$ cat config.mk
export PLATFORM = sky130hd
export DESIGN_NAME = game_tick_ctrl
export DESIGN_NICKNAME = d
export VERILOG_FILES = /design/src/rtl/game_tick_ctrl.sv
export SDC_FILE = /design/constraint.sdc
export NUM_CORES = 1
export LEC_CHECK = 0
export BUFFER_PORTS_ARGS = -buffer_cell sky130_fd_sc_hd__buf_2
export CAP_MARGIN = 20
export CORE_MARGIN = 2
export CORE_UTILIZATION = 60
export CTS_CLUSTER_DIAMETER = 30
export CTS_CLUSTER_SIZE = 14
export DETAILED_ROUTE_END_ITERATION = 8
export GPL_TIMING_DRIVEN = 0
export PLACE_DENSITY_LB_ADDON = 0.08
export SLEW_MARGIN = 5
export SYNTH_ARGS = -nofsm -noshare
export SYNTH_HDL_FRONTEND = slang
export SYNTH_SLANG_ARGS = --single-unit
$ cat constraint.sdc
create_clock -name clk -period 7.65 [get_ports clk]
set_clock_uncertainty 0.1 [all_clocks]
set_input_delay 0.3825 -clock clk [delete_from_list [all_inputs] [get_ports clk]]
set_output_delay 0.3825 -clock clk [all_outputs]
set_load 0.01 [all_outputs]
$ cat src/rtl/game_tick_ctrl.sv
// Game-clock front end: conditions the run/possession keys, sequences STOP/RUN/EXPIRED,
// and produces the 1 s toggle, possession level and remaining-seconds mirror.
//
//   state      | meaning
//   -----------+------------------------------------------------------------
//   ST_STOP    | game clock halted; prescaler and toggle frozen
//   ST_RUN     | prescaler advancing; toggle ticking; seconds counting down
//   ST_EXPIRED | game time over; toggle held low; only reset leaves
module game_tick_ctrl #(
   parameter int CLK_HZ          = 50000000,
   parameter int DEBOUNCE_CYCLES = 1000000,
   parameter int GAME_SECS       = 600
) (
   input  logic       clk,
   input  logic       reset_n,
   input  logic       btn_run_n,
   input  logic       btn_poss_n,
   output logic       toggle,
   output logic       possession,
   output logic       running,
   output logic       expired,
   output logic [9:0] secs_left
);

   localparam int PW = $clog2(CLK_HZ);
   localparam int DW = $clog2(DEBOUNCE_CYCLES + 1);
   localparam logic [PW-1:0] PRE_LAST  = PW'(CLK_HZ - 1);
   localparam logic [PW-1:0] PRE_HALF  = PW'(CLK_HZ / 2);
   localparam logic [DW-1:0] DEB_LAST  = DW'(DEBOUNCE_CYCLES - 1);
   localparam logic [9:0]    SECS_INIT = 10'(GAME_SECS);

   typedef enum logic [1:0] {
      ST_STOP    = 2'd0,
      ST_RUN     = 2'd1,
      ST_EXPIRED = 2'd2
   } state_t;

   state_t        state_q, state_d;
   logic [1:0]    sync1_q, sync2_q;
   logic [1:0]    deb_q, deb_d;
   logic [1:0]    press_q, press_d;
   logic [DW-1:0] dcnt_q [2];
   logic [DW-1:0] dcnt_d [2];
   logic [PW-1:0] pre_q, pre_d;
   logic [9:0]    secs_q, secs_d;
   logic          tog_q, tog_d;
   logic          skip_q, skip_d;
   logic          poss_q, poss_d;
   logic          seen_q, seen_d;
   logic          run_press, poss_press;
   logic          tog_rise, tog_fall;

   // bit 0 = run key, bit 1 = possession key
   always_comb begin
      deb_d = deb_q;
      for (int i = 0; i < 2; i++) begin
         dcnt_d[i] = '0;
         if (sync2_q[i] != deb_q[i]) begin
            if (dcnt_q[i] == DEB_LAST) begin
               deb_d[i] = sync2_q[i];
            end else begin
               dcnt_d[i] = dcnt_q[i] + DW'(1);
            end
         end
      end
      press_d = deb_q & ~deb_d;
   end

   always_ff @(posedge clk or negedge reset_n) begin
      if (!reset_n) begin
         sync1_q <= 2'b11;
         sync2_q <= 2'b11;
         deb_q   <= 2'b11;
         press_q <= 2'b00;
         for (int i = 0; i < 2; i++) begin
            dcnt_q[i] <= '0;
         end
      end else begin
         sync1_q <= {btn_poss_n, btn_run_n};
         sync2_q <= sync1_q;
         deb_q   <= deb_d;
         press_q <= press_d;
         for (int i = 0; i < 2; i++) begin
            dcnt_q[i] <= dcnt_d[i];
         end
      end
   end

   assign run_press  = press_q[0];
   assign poss_press = press_q[1];

   always_comb begin
      state_d = state_q;
      pre_d   = pre_q;
      tog_d   = tog_q;
      secs_d  = secs_q;
      skip_d  = skip_q;
      case (state_q)
         ST_STOP: begin
            if (run_press) begin
               state_d = ST_RUN;
            end
         end
         ST_RUN: begin
            tog_d = (pre_q < PRE_HALF);
            pre_d = (pre_q == PRE_LAST) ? '0 : pre_q + PW'(1);
            // pre_q == 0 in RUN is the tick rising edge; the first one only arms counting
            if (pre_q == '0) begin
               if (skip_q) begin
                  skip_d = 1'b0;
               end else if (secs_q != 10'd0) begin
                  secs_d = secs_q - 10'd1;
               end
            end
            if (secs_d == 10'd0) begin
               state_d = ST_EXPIRED;
            end else if (run_press) begin
               state_d = ST_STOP;
            end
         end
         ST_EXPIRED: begin
            pre_d = '0;
            tog_d = 1'b0;
         end
         default: begin
            state_d = ST_STOP;
         end
      endcase
   end

   // possession must be seen high at exactly one consumer tick edge, then drop on a fall
   always_comb begin
      tog_rise = ~tog_q & tog_d;
      tog_fall = tog_q & ~tog_d;
      poss_d   = poss_q;
      seen_d   = seen_q;
      if (poss_q) begin
         if (tog_rise) begin
            seen_d = 1'b1;
         end else if (tog_fall && seen_q) begin
            poss_d = 1'b0;
            seen_d = 1'b0;
         end
      end else if (poss_press && (state_q != ST_EXPIRED)) begin
         poss_d = 1'b1;
      end
   end

   always_ff @(posedge clk or negedge reset_n) begin
      if (!reset_n) begin
         state_q <= ST_STOP;
         pre_q   <= '0;
         tog_q   <= 1'b0;
         secs_q  <= SECS_INIT;
         skip_q  <= 1'b1;
         poss_q  <= 1'b0;
         seen_q  <= 1'b0;
      end else begin
         state_q <= state_d;
         pre_q   <= pre_d;
         tog_q   <= tog_d;
         secs_q  <= secs_d;
         skip_q  <= skip_d;
         poss_q  <= poss_d;
         seen_q  <= seen_d;
      end
   end

   assign toggle     = tog_q;
   assign possession = poss_q;
   assign running    = (state_q == ST_RUN);
   assign expired    = (state_q == ST_EXPIRED);
   assign secs_left  = secs_q;

endmodule

==> metrics <==
CP Max Fanout=10; CP Launch Point=pre_q[18]$_DFFE_PN0N_; Syn Nets=between 400 and 500; Worst Tran Pin Value=617.8 ps; nets=513; mapped cell area=4549 µm²; Crit-path slowest cell=or4_1; fmax=between 300 and 400 MHz; Slew HR=0.5850; clk slew on worst S/H paths=80 ps; Max clock buf depth=2; total congestion overflow=0; via count=~3500; die area=8295 µm²; Avg Cell Area, Syn=9.659 µm²; clk_lat worst skew=350 ps; vias in the first global route=3354; largest net degree at the start of global routing=58; I/O Pins=18; fin crit share=0.3929; Mapped Cells=471; Setup crit end kind=register; fin crit period=3006 ps; most common cell in the netlist=dfrtp_1; Slew Limit Fails=0; max_cap viols=0; HP Class=input port to register; CP cell instances=clkbuf_1 > or4_1 > nor4_1 > nand3_1 > nand2_1 > and2_1 > clkbuf_1 > clkbuf_1 > nor2_1; DRC Markers=0; Starting Density=0.6239; crit path buf inv count=3; routed len/inst=about 15 µm; ant diodes=0; Initial DRC Count=188; instance count on the critical path=9; Post-CTS Resized=0; Detailed Routing Iterations Pass 1=4; Critical Path Most Common Cell=clkbuf_1; die width=91.08 µm; synth warn=0; sequential area share after synthesis=0.4981; cell taking the most area after synthesis=dfrtp_1; Synth area leaders=dfrtp_1 (43%), xor2_1 (6.5%), dfstp_2 (6.4%), nor2_1 (5.9%), xnor2_1 (5.0%); post-DP HPWL=6.073 mm; status=completed; WL final=8.764 mm; GP Congestion=0.8777; Num CTS Buffers=9; htree depth=3; Top Family by Delay on Critical Path=simple AND/OR/NAND/NOR gates; Pleak=~2.3 nW; Post-synth EDFFs=0; Synth async-reset ratio=1.000; VDD IR-drop max=0.1153 mV; die height=91.08 µm; RSZ-0062 raised after global routing=false; clock sink total=90; post-route ant nets=0; Worst EP required=7760 ps; Synth-to-Final Area Change=9.709%; input/output buffers=17; reg-to-reg slack, setup=4640 ps; Netlist cell types=49; critical path type=register to register; DP Cell Count=588; vias per std cell=5.738; PwrDens=roughly 160 nW/µm²; CP peak stage delay=550 ps; most frequent cells after synthesis=dfrtp_1 (79), nor2_1 (72), nand3_1 (42), nand2_1 (39), xor2_1 (34); initial antenna violation count=0; All-Layer GR Usage=0.2253; worst r2r src=pre_q[18]$_DFFE_PN0N_; Clock Tree Root=clkbuf_8; Worst R2R End=pre_q[17]$_DFFE_PN0N_; TritonCTS clock tree=yes; Final setup violation count=0; Finished Layout Cells=between 600 and 700; Post-Route Setup TNS=0 ps; CORE AREA=7292 µm²; Top FF cell, synth=dfrtp_1; layout cells sized above 1=0.1111; Worst Setup EP=pre_q[17]$_DFFE_PN0N_; #FFs+latches synth=90; Row Count=31; Critical Path Source Type=register; first-pass GRT wire length=approximately 15 mm; path depth of the worst reg2reg path=9; WP data arrival=between 3000 and 4000 ps; area share of the leading cell type in the synthesized netlist=0.4345; final hold violations=0
[cells in the final DEF, fill, tap and decap left out, types with 5 or more instances in the layout]
cell,count
dfrtp_1,79
nor2_1,72
nand3_1,42
nand2_1,39
xor2_1,34
xnor2_1,26
and3_1,20
o21ai_0,20
buf_2,16
inv_1,13
nor3_1,13
clkbuf_8,11
dfstp_2,11
clkbuf_1,10
nor4_1,8
ha_1,8
or4_1,6
a21oi_1,6
nand4_1,6
o31ai_1,5
and2_1,5
[metrics by stage]
stage	hold WS (ps)	utilization	instance area, µm²	power, mW	setup WS (ps)
after floorplan	-13.09	-	4549	0.4978	4932
after global placement	245.4	0.6525	4758	0.5098	4722
after detailed placement	247.0	0.6567	4788	0.5127	4662
after CTS	14.57	0.6845	4991	0.8305	4648
after global routing	10.74	0.6845	4991	0.8504	4404
final	27.40	0.6845	4991	0.8233	4644
[layer usage]
| layer | vias to the layer above | track usage | part of all wire |
|---|---|---|---|
| li1 | 1686 | - | - |
| met1 | 1681 | 0.3036 | 0.47 |
| met2 | 74 | 0.3667 | 0.47 |
| met3 | 19 | 0.03402 | 0.034 |
| met4 | 0 | 0.09343 | 0.020 |
| met5 | - | 0 | 0 |
[sequential cells by signal, summed over array words and instances, names as in the netlist]
signal	cells
sync1_q	2
pre_q	26
sync2_q	2
skip_q	1
toggle	1
state_q	2
secs_left	10
seen_q	1
press_q	2
deb_q	2
possession	1
dcnt_q	40
[logic make-up after synthesis]
group	share of synthesized area
AND/OR/NAND/NOR	0.2690
flip-flops	0.4981
XOR/XNOR	0.1155
AO/OA/AOI/OAI	0.06519
buffers and inverters	0.02063
adder cells (fa/ha/maj)	0.02200
multiplexers	0.009626
[power by group]
part           total [mW]  internal [mW]  switching (mW)  leakage, nW
combinational      0.0196        0.00541          0.0142        0.960
clock               0.321          0.166           0.155       0.0946
sequential          0.483          0.480         0.00309         1.21
[worst min path at each step]
stage | start | to | cells past startpoint
after floorplan | reset_n | dcnt_q[0]$_DFF_PN0_ | 0
after global placement | sync1_q[1]$_DFF_PN1_ | sync2_q[1]$_DFF_PN1_ | 0
after detailed placement | sync1_q[1]$_DFF_PN1_ | sync2_q[1]$_DFF_PN1_ | 0
after CTS | btn_poss_n | sync1_q[1]$_DFF_PN1_ | 1
after global routing | btn_poss_n | sync1_q[1]$_DFF_PN1_ | 1
final | btn_poss_n | sync1_q[1]$_DFF_PN1_ | 1
[worst register-to-register path, cell delays in order (launching register included)]
cell and delay, ps:
dfrtp_1 370, clkbuf_1 180, or4_1 550, nor4_1 280, nand3_1 100, nand2_1 280, and2_1 180, clkbuf_1 300
clkbuf_1 410, nor2_1 110
[layout make-up]
cell class                      instances  area (µm²)
Buffer                                 10       45.04
Clock buffer                           12       155.1
Clock inverter                          2       37.54
Fill cell                             590        2301
Inverter                               13       48.80
Multi-Input combinational cell        358        2190
Sequential cell                        90        2266
Tap cell                               99       123.9
Timing Repair Buffer                   19       125.1
[what timing repair did]
item	4_1_cts	5_1_grt
hold endpoints to repair	28	0
buffers inserted	0	0
hold buffers	1	0
No activity file was read; power rests on OpenSTA's default activity.
